$ cat config.mk
export PLATFORM = sky130hd
export DESIGN_NAME = bit16_ddr3_wr
export DESIGN_NICKNAME = d
export VERILOG_FILES = /design/src/rtl/bit16_ddr3_wr_pkg.sv /design/src/rtl/bit16_ddr3_wr_burst_fifo.sv /design/src/rtl/bit16_ddr3_wr.sv
export SDC_FILE = /design/constraint.sdc
export NUM_CORES = 1
export LEC_CHECK = 0
export CAP_MARGIN = 25
export CELL_PAD_IN_SITES_DETAIL_PLACEMENT = 0
export CELL_PAD_IN_SITES_GLOBAL_PLACEMENT = 1
export CORE_ASPECT_RATIO = 0.6
export CORE_MARGIN = 8
export CORE_UTILIZATION = 54
export CTS_BUF_LIST = sky130_fd_sc_hd__clkbuf_4 sky130_fd_sc_hd__clkbuf_8 sky130_fd_sc_hd__clkbuf_16
export CTS_CLUSTER_DIAMETER = 80
export DETAILED_ROUTE_END_ITERATION = 10
export GPL_ROUTABILITY_DRIVEN = 0
export PLACE_DENSITY = 0.87
export SLEW_MARGIN = 10
export SYNTH_ARGS = -nofsm -noshare
export SYNTH_HDL_FRONTEND = slang
export SYNTH_HIERARCHICAL = 1
export SYNTH_SLANG_ARGS = --single-unit
export TNS_END_PERCENT = 20
$ cat constraint.sdc
create_clock -name clk -period 16.4 [get_ports clk]
set_input_delay 1.64 -clock clk [delete_from_list [all_inputs] [get_ports clk]]
set_output_delay 1.64 -clock clk [all_outputs]
set_load 0.005 [all_outputs]
$ cat src/rtl/bit16_ddr3_wr_pkg.sv
// Shared constants and types for the 16-bit to DDR3 native write path.
package bit16_ddr3_wr_pkg;

   // Native interface command code for a write.
   localparam logic [2:0] CMD_WRITE = 3'b000;

   // One DDR3 beat is eight 16-bit words.
   localparam int BEAT_W         = 128;
   localparam int WORD_W         = 16;
   localparam int WORDS_PER_BEAT = 8;
   localparam int WCNT_W         = $clog2(WORDS_PER_BEAT);

   // Burst issue sequencer states.
   typedef enum logic [1:0] {
      ST_IDLE  = 2'd0,
      ST_ISSUE = 2'd1,
      ST_DONE  = 2'd2
   } state_e;

endpackage

$ cat src/rtl/bit16_ddr3_wr_burst_fifo.sv
// Small synchronous FIFO holding packed beats between the packer and the
// DDR3 issue sequencer. Pointers carry one extra wrap bit so all DEPTH slots
// are usable; DEPTH must be a power of two and at least 2.
module burst_fifo #(
   parameter int WIDTH = 128,
   parameter int DEPTH = 4
) (
   input  logic             clk,
   input  logic             rst_n,
   input  logic             push_i,
   input  logic [WIDTH-1:0] push_data_i,
   input  logic             pop_i,
   output logic [WIDTH-1:0] pop_data_o,
   output logic             full_o,
   output logic             empty_o
);

   localparam int IDX_W = $clog2(DEPTH);
   localparam int PTR_W = IDX_W + 1;

   logic [WIDTH-1:0] mem_q [DEPTH];
   logic [PTR_W-1:0] wr_ptr_q, wr_ptr_d;
   logic [PTR_W-1:0] rd_ptr_q, rd_ptr_d;
   logic             push_ok;
   logic             pop_ok;

   // Status flags and guarded push/pop; pointers advance independently so a
   // simultaneous push and pop both take effect.
   always_comb begin
      empty_o    = (wr_ptr_q == rd_ptr_q);
      full_o     = (wr_ptr_q[IDX_W-1:0] == rd_ptr_q[IDX_W-1:0]) &&
                   (wr_ptr_q[IDX_W] != rd_ptr_q[IDX_W]);
      push_ok    = push_i && !full_o;
      pop_ok     = pop_i && !empty_o;
      wr_ptr_d   = push_ok ? wr_ptr_q + PTR_W'(1) : wr_ptr_q;
      rd_ptr_d   = pop_ok  ? rd_ptr_q + PTR_W'(1) : rd_ptr_q;
      pop_data_o = mem_q[rd_ptr_q[IDX_W-1:0]];
   end

   // Pointer registers; reset empties the FIFO.
   always_ff @(posedge clk or negedge rst_n) begin
      if (!rst_n) begin
         wr_ptr_q <= '0;
         rd_ptr_q <= '0;
      end else begin
         wr_ptr_q <= wr_ptr_d;
         rd_ptr_q <= rd_ptr_d;
      end
   end

   // Storage write port.
   // NOTE: the array has no reset; an empty FIFO never exposes its contents,
   // and leaving it unreset lets synthesis map it onto plain RAM/flops cheaply.
   always_ff @(posedge clk) begin
      if (push_ok) begin
         mem_q[wr_ptr_q[IDX_W-1:0]] <= push_data_i;
      end
   end

endmodule

$ cat src/rtl/bit16_ddr3_wr.sv
// Packs valid 16-bit words into 128-bit beats, queues them in burst_fifo and
// issues one DDR3 native write (command + single data beat) per queued beat.
module bit16_ddr3_wr
   import bit16_ddr3_wr_pkg::*;
#(
   parameter int                ADDR_W     = 28,
   parameter int                ADDR_STEP  = 8,
   parameter logic [ADDR_W-1:0] ADDR_LAST  = 28'h0FF_FFF8,
   parameter int                FIFO_DEPTH = 4
) (
   input  logic              clk,
   input  logic              rst_n,
   input  logic [15:0]       bit16_in,
   input  logic              bit16_in_vld,
   output logic [ADDR_W-1:0] app_addr,
   output logic [2:0]        app_cmd,
   output logic              app_en,
   input  logic              app_rdy,
   output logic [127:0]      app_wdf_data,
   output logic              app_wdf_wren,
   output logic              app_wdf_end,
   input  logic              app_wdf_rdy,
   output logic [15:0]       app_wdf_mask,
   output logic              overflow,
   output logic [31:0]       burst_cnt
);

   localparam logic [WCNT_W-1:0] WCNT_LAST = WCNT_W'(WORDS_PER_BEAT - 1);
   localparam logic [WCNT_W-1:0] WCNT_ONE  = WCNT_W'(1);
   localparam logic [ADDR_W-1:0] STEP      = ADDR_W'(ADDR_STEP);
   localparam int                PACK_W    = BEAT_W - WORD_W;

   // Packer state: word counter and the first seven words of the beat.
   logic [WCNT_W-1:0] word_cnt_q, word_cnt_d;
   logic [PACK_W-1:0] pack_q, pack_d;
   logic              overflow_q, overflow_d;
   logic [BEAT_W-1:0] beat;
   logic              fifo_push;

   // FIFO side.
   logic [BEAT_W-1:0] fifo_head;
   logic              fifo_full;
   logic              fifo_empty;
   logic              fifo_pop;

   // Issue sequencer state.
   state_e            state_q, state_d;
   logic              cmd_done_q, cmd_done_d;
   logic              data_done_q, data_done_d;
   logic [ADDR_W-1:0] addr_q, addr_d;
   logic [31:0]       burst_cnt_q, burst_cnt_d;
   logic              cmd_ok;
   logic              data_ok;

   // Packer: shift each valid word in; the eighth word completes the beat
   // straight into the FIFO, or is dropped (sticky overflow) when it is full.
   // NOTE: every variable gets a default at the top of a combinational block
   // so no path leaves it unassigned, which would otherwise infer a latch.
   always_comb begin
      word_cnt_d = word_cnt_q;
      pack_d     = pack_q;
      overflow_d = overflow_q;
      fifo_push  = 1'b0;
      beat       = {pack_q, bit16_in};
      if (bit16_in_vld) begin
         if (word_cnt_q == WCNT_LAST) begin
            word_cnt_d = '0;
            if (fifo_full) begin
               overflow_d = 1'b1;
            end else begin
               fifo_push = 1'b1;
            end
         end else begin
            word_cnt_d = word_cnt_q + WCNT_ONE;
            pack_d     = {pack_q[PACK_W-WORD_W-1:0], bit16_in};
         end
      end
   end

   // Packer registers; reset also discards any partial beat.
   // NOTE: sequential state uses non-blocking assignments so every register
   // samples its pre-edge inputs regardless of statement order.
   always_ff @(posedge clk or negedge rst_n) begin
      if (!rst_n) begin
         word_cnt_q <= '0;
         pack_q     <= '0;
         overflow_q <= 1'b0;
      end else begin
         word_cnt_q <= word_cnt_d;
         pack_q     <= pack_d;
         overflow_q <= overflow_d;
      end
   end

   burst_fifo #(
      .WIDTH (BEAT_W),
      .DEPTH (FIFO_DEPTH)
   ) u_fifo (
      .clk         (clk),
      .rst_n       (rst_n),
      .push_i      (fifo_push),
      .push_data_i (beat),
      .pop_i       (fifo_pop),
      .pop_data_o  (fifo_head),
      .full_o      (fifo_full),
      .empty_o     (fifo_empty)
   );

   // Sequencer state register.
   always_ff @(posedge clk or negedge rst_n) begin
      if (!rst_n) begin
         state_q <= ST_IDLE;
      end else begin
         state_q <= state_d;
      end
   end

   // Sequencer next state: leave ISSUE once command and data have both been
   // accepted, whether earlier (done flag) or on this very edge.
   always_comb begin
      cmd_ok  = cmd_done_q  || (app_en && app_rdy);
      data_ok = data_done_q || (app_wdf_wren && app_wdf_rdy);
      state_d = state_q;
      unique case (state_q)
         ST_IDLE:  if (!fifo_empty) state_d = ST_ISSUE;
         ST_ISSUE: if (cmd_ok && data_ok) state_d = ST_DONE;
         ST_DONE:  state_d = ST_IDLE;
         default:  state_d = ST_IDLE;
      endcase
   end

   // Sequencer outputs: each valid stays up until its own handshake is done.
   // Data is gated to zero outside the write window; the head cannot change
   // during ISSUE because the pop only happens in DONE.
   always_comb begin
      app_en       = (state_q == ST_ISSUE) && !cmd_done_q;
      app_wdf_wren = (state_q == ST_ISSUE) && !data_done_q;
      app_wdf_end  = app_wdf_wren;
      app_wdf_data = app_wdf_wren ? fifo_head : '0;
      app_addr     = addr_q;
      app_cmd      = CMD_WRITE;
      app_wdf_mask = '0;
      fifo_pop     = (state_q == ST_DONE);
      overflow     = overflow_q;
      burst_cnt    = burst_cnt_q;
   end

   // Per-burst bookkeeping: handshake flags, address walk and burst counter.
   always_comb begin
      cmd_done_d  = (state_q == ST_ISSUE) ? cmd_ok  : 1'b0;
      data_done_d = (state_q == ST_ISSUE) ? data_ok : 1'b0;
      addr_d      = addr_q;
      burst_cnt_d = burst_cnt_q;
      if (state_q == ST_DONE) begin
         addr_d      = (addr_q == ADDR_LAST) ? '0 : addr_q + STEP;
         burst_cnt_d = burst_cnt_q + 32'd1;
      end
   end

   // Bookkeeping registers; reset abandons any burst in flight.
   always_ff @(posedge clk or negedge rst_n) begin
      if (!rst_n) begin
         cmd_done_q  <= 1'b0;
         data_done_q <= 1'b0;
         addr_q      <= '0;
         burst_cnt_q <= '0;
      end else begin
         cmd_done_q  <= cmd_done_d;
         data_done_q <= data_done_d;
         addr_q      <= addr_d;
         burst_cnt_q <= burst_cnt_d;
      end
   end

endmodule

==> impl_metrics.yaml, run 1 <==
floorplanning:
  top_level_ports: 232
  floorplan.initialDensity: 0.549
  floorplan.die_area_um2: 58200
  floorplan.die.width_um: 306
  die_height_um: 190
  std_cell_rows: 63
  floorplan.core_area_um2: 49700
timing:
  final_worst_path_cycle_share: 0.338
  final.setup.tns_ns: 0
  unrepaired_setup_endpoints_after_global_routing: "no"
  hold_violations: 0
  clock.fmax_mhz: 180
  clock-skew-final_ns: 0.0316
  timing.slew.headroom: 0.287
  worst_margin_slew_ns: 1.07
  finalSetupViolations: 0
  post-route-min-period_ns: 5.54
  report.final.slew_viol_count: 0
layout:
  leading_cell_type_in_the_layout_fill_and_taps_excluded: "edfxtp_1"
  post_route_cells_drive_above_1_share: 0.234
  final_nets: 1667
  utilization: 0.646
  flow.area_growth_from_synthesis_pct: 17.6
  layout_common_cells: "edfxtp_1, clkdlybuf4s50_1, dfrtp_1"
  nFillCells: 3311
  insertedDiodeCount: 0
synthesis:
  post_synth.cell_area_avg_um2: 19.3
  yosys-top-cells-area: "edfxtp_1, dfrtp_1, mux4_2"
  synth-edff-count: 512
  yosysWarnings: 6
  yosys_register_bits: 695
  synthAdderAreaFrac: 0.00413
  yosys.cell_types.count: 51
  post_synth_and_or_nand_nor_area_fraction: 0.0628
  synth_compound_area_frac: 0.00849
  combinational_family_with_the_most_area_after_synthesis: "multiplexers"
  post_synth_instance_area_um2: 27300
  fraction_of_synthesis_flops_using_an_asynchronous_set_or_reset_pin: 0.263
  most_used_flip_flop_cell_after_synthesis: "edfxtp_1"
  synth.area.mux_share: 0.154
  cells_after_synth: 1411
  synth_top_cell_by_area: "edfxtp_1"
  synth_top_cell_area_share: 0.564
  synth_xor_xnor_area_share: 0.0180
  yosysSeqAreaShare: 0.732
clocking:
  insertion_delay_ns: 0.61
  postCtsHoldBufs: 0
  cts_tree: "built"
  max-clock-path-buffers: 3
  clkSinkCount: 695
  clock_tree.htree_level_count: 2
  cts_post_setup_buffers_inserted: 0
  tritoncts.num_buffers: 60
  cts.root.buffer_cell: "clkbuf_16"
  postCtsResizedCells: 0
  clk_transition_reported_paths_ns: 0.06
run:
  maxCapViolCount: 0
pwr:
  p_leak_nw: 11.1
  peakVddDrop_mv: 0.100
  power.density_nw_per_um2: 167
worst_hold_path:
  hold_path_startpoint: "state_q[1]"
  worst_min_delay_path_class: "register to register"
critical_path:
  critPathMaxFanout: 68
  r2r_slack_ns: 12.01
  critPathLaunchType: "register"
  timing.setup.critical_path_class: "register to output port"
  worst-endpoint-required_ns: 14.76
  crit_path_end_kind: "output port"
  timing.rr.start: "u_fifo/rd_ptr_q[0]"
  first_element_of_the_critical_path: "u_fifo/rd_ptr_q[1]"
  timing.critical_path.arrival_ns: 3.90
  crit-reg2reg-capture: "u_fifo/mem_q[1][81]"
  reg2reg_depth: 7
  critical_path.endpoint: "app_wdf_data[115]"
routing:
  drtPass1Iterations: 5
  dr.first_iter.drc_count: 1193
  detail_route.wirelength_mm: 57.2
  detail_route.drc_violations: 0
  routed_via_density: 5.79
  drt.antenna.violating_nets: 0
  vias: 13500
  wire_per_inst_um: 24.5
placement:
  place.detailed.hpwl_mm: 33.6
  io_buffer_count: 209
grt:
  globalRoute.totalOverflow: 0
  grt_pass1_vias: 14100
  grt_max_degree: 102
  wire_length_of_the_first_global_routing_pass_mm: 88.0
  grt.total_usage: 0.195
  grt_antenna_before_repair: 0
outcome:
  status: "complete, no violations"
==> kinds of logic (layout without fill, tap and decap cells) <==
family	count (synthesis)	in the layout
muxes	244	244
DFF	695	695
AOI/OAI and AO/OA	36	36
buffers and inverters	92	347
xor gates and xnor gates	53	53
and+or+nand+nor	281	281
adders and majority gates	9	9
other	1	22
==> area by class of cell <==
cell class,count,area [um2],area share
well taps,650,813,0.0254
inverters,7,26.3,0.000819
multi-input cells,645,6860,0.214
clock inverters,24,287,0.00894
flip-flops and latches,695,20000,0.623
clock buffers,88,1780,0.0556
repair buffers,228,2330,0.0727
==> through the flow <==
| stage | instance area (um2) | instances | setup WS, ns | total power [mW] | hold slack, ns |
|---|---|---|---|---|---|
| 6_report | 32100 | 2337 | 10.86 | 5.36 | 0.457 |
| 5_1_grt | 32100 | 2337 | 10.69 | 5.61 | 0.481 |
| 4_1_cts | 31900 | 2332 | 10.72 | 5.42 | 0.460 |
| 3_5_place_dp | 29900 | 2220 | 11.23 | 3.95 | 0.448 |
| 3_3_place_gp | 29900 | 2220 | 11.31 | 3.91 | 0.424 |
| 2_1_floorplan | 27400 | 1432 | 9.98 | 3.30 | 0.414 |
==> worst min-delay path by stage <==
stage | to | depth (start not counted)
2_1_floorplan | state_q[0] | 1
3_3_place_gp | state_q[0] | 1
3_5_place_dp | state_q[0] | 1
4_1_cts | state_q[0] | 1
5_1_grt | state_q[0] | 1
6_report | state_q[0] | 1
==> flip-flops by register name, summed over array words and instances (netlist names) <==
signal and count:
u_fifo/mem_q 512, pack_q 112, burst_cnt 32, app_addr 25, u_fifo/rd_ptr_q 3, u_fifo/wr_ptr_q 3, word_cnt_q 3, state_q 2
cmd_done_q 1, data_done_q 1, overflow 1
==> power breakdown <==
| group | total [mW] | switching [mW] | internal, mW |
|---|---|---|---|
| Clock | 1.46 | 0.611 | 0.850 |
| Combinational | 1.29 | 0.535 | 0.757 |
| Sequential | 2.61 | 0.340 | 2.27 |
==> cells in the mapped netlist, types with 3 or more instances <==
cell / count
xnor2_1: 34
nor3_1: 12
and2_1: 132
nand3_1: 20
dfrtp_1: 183
nand2_1: 34
clkbuf_1: 22
inv_1: 7
nor4_2: 3
mux2_2: 115
o21ai_0: 7
or3_1: 5
nand2b_1: 6
nor2_1: 13
buf_4: 24
edfxtp_1: 512
buf_2: 24
buf_6: 13
o31ai_1: 8
o211ai_1: 3
nand4_1: 16
and4_1: 8
a21oi_1: 11
mux4_2: 128
or4_1: 3
xor2_1: 17
nor3_2: 3
ha_1: 9
nor4_1: 4
and3_1: 10
==> critical path: stages (launching register included) <==
cell and delay, ns:
dfrtp_4 1.09, buf_4 0.95, mux4_2 0.36, and2_1 0.28
clkdlybuf4s50_1 0.56
==> layer usage <==
layer	vias to the layer above	GRT usage	wire length, um
met1	7179	0.289	25500
met2	410	0.307	27000
met4	0	0.0361	827
met3	66	0.0376	3860
li1	5882	-	-
met5	-	0	0
(Power assumes the default switching activity.)
==> run 2, diff against run 1 <==
CORE_UTILIZATION = 50   (was 54)
PLACE_DENSITY = 0.81   (was 0.87)
clock period = 5.1 ns   (was 16.4 ns; I/O delays follow)
==> impl_metrics.yaml, run 2 (same netlist as run 1, synthesis figures left out) <==
outcome:
  status: "complete, but fails checks"
  violations_in_the_final_reports: "negative hold slack"
grt:
  grt.total_usage: 0.186
  grt_pass1_vias: 14000
  wire_length_of_the_first_global_routing_pass_mm: 90.5
  grt_max_degree: 134
  globalRoute.totalOverflow: 0
  grt_antenna_before_repair: 1
placement:
  postPlaceCellArea_um2: 30100
  place_worst_setup_slack_ns: 1.65
  io_buffer_count: 209
  place.detailed.hpwl_mm: 36.2
clocking:
  postCtsResizedCells: 0
  cts_tree: "built"
  tritoncts.num_buffers: 60
  insertion_delay_ns: 0.60
  cts_post_setup_buffers_inserted: 0
  clkSinkCount: 695
  clk_transition_reported_paths_ns: 0.06
  cts.root.buffer_cell: "clkbuf_16"
  clock_tree.htree_level_count: 2
  max-clock-path-buffers: 3
  postCtsHoldBufs: 0
timing:
  clock-skew-final_ns: 0.0203
  unrepaired_setup_endpoints_after_global_routing: "no"
  timing.slew.headroom: 0.410
  holdWs_ns: -0.0309
  finalSetupViolations: 0
  final.setup.tns_ns: 0
  clock.fmax_mhz: 258
  report.final.slew_viol_count: 0
  post-route-min-period_ns: 3.87
  post-route-worst-setup-slack_ns: 1.23
  worst_margin_slew_ns: 0.885
  final_worst_path_cycle_share: 0.759
  hold_violations: 7
floorplanning:
  floorplan.die.width_um: 318
  floorplan.initialDensity: 0.505
  top_level_ports: 232
  std_cell_rows: 66
  floorplan.core_area_um2: 54000
  die_height_um: 197
  floorplan.die_area_um2: 62500
routing:
  routed_via_density: 5.69
  detail_route.drc_violations: 0
  wire_per_inst_um: 24.5
  detail_route.wirelength_mm: 58.9
  drt.antenna.violating_nets: 0
  drtPass1Iterations: 5
  vias: 13700
  dr.first_iter.drc_count: 1281
critical_path:
  timing.critical_path.arrival_ns: 3.36
  worst-endpoint-required_ns: 4.59
  critical_path.n_buffers_inverters: 2
  cpPeakStageDelay_ns: 0.94
  crit_path_cell_trace: "buf_12, mux4_2, and2_1, clkdlybuf4s50_1"
  timing.setup.critical_path_class: "register to output port"
  critPathLaunchType: "register"
  crit_path_end_kind: "output port"
  critical-path-slowest-cell: "dfrtp_4"
  worst_path_dominant_cell_family: "flip-flops"
  critPathMaxFanout: 61
layout:
  leading_cell_type_in_the_layout_fill_and_taps_excluded: "edfxtp_1"
  insertedDiodeCount: 0
  largest_reg_flops: 512
  post_route_cells_drive_above_1_share: 0.235
  final_area_um2: 32300
  final_nets: 1671
  layout_common_cells: "edfxtp_1, clkdlybuf4s50_1, dfrtp_1"
  flow.area_growth_from_synthesis_pct: 18.3
pwr:
  p_leak_nw: 11.1
  finalPower_mw: 17.5
  power.density_nw_per_um2: 542
  peakVddDrop_mv: 0.283
run:
  maxCapViolCount: 0
worst_hold_path:
  worst_min_delay_path_class: "input pin to async pin"
## run 2: per-layer routing
metal | GRT usage | routed length (um) | up-vias
met2 | 0.278 | 26800 | 427
met3 | 0.0348 | 3940 | 66
met1 | 0.288 | 27300 | 7274
li1 | - | - | 5910
met5 | 0.0115 | 103 | -
met4 | 0.0321 | 766 | 2
## run 2: layout make-up
cell class / count / area, um2
clock buffer: 76 / 1660
fill: 3936 / 21700
inverter: 7 / 26.3
clock inverter: 36 / 488
multi-input combinational: 645 / 6860
timing repair buffer: 232 / 2390
tap: 714 / 893
sequential: 695 / 20000
## run 2: report_power, final
| group | switching (mW) | internal [mW] |
|---|---|---|
| Sequential | 1.06 | 7.30 |
| Combinational | 1.79 | 2.46 |
| Clock | 2.01 | 2.87 |
| Total | 4.87 | 12.6 |
## run 2: through the flow
| stage | utilization | cells |
|---|---|---|
| floorplan | - | 1432 |
| global placement | 0.558 | 2292 |
| detailed placement | 0.558 | 2293 |
| CTS | 0.598 | 2405 |
| global route | 0.598 | 2405 |
| finish | 0.598 | 2405 |
## run 2: path summary, 6_finish.rpt
kind | end | start | depth (start not counted) | slack, ns
max in group asynchronous | pack_q[86] | rst_n | 2 | 3.87
worst min register to register | state_q[0] | state_q[1] | 1 | 0.46
worst max-delay path | app_wdf_data[67] | u_fifo/rd_ptr_q[0] | 4 | 1.23
worst max register to register | u_fifo/mem_q[0][77] | u_fifo/rd_ptr_q[0] | 6 | 1.67
min in group clk | state_q[0] | state_q[1] | 1 | 0.46
worst min-delay path | burst_cnt[11] | rst_n | 1 | -0.03
## run 2: worst register-to-register path: cells and delay by family, from the launching register on
kind	cells	cell delay (ns)
simple gates	3	1.15
flops	1	0.94
buf+inv	2	0.60
xor+xnor	1	0.36
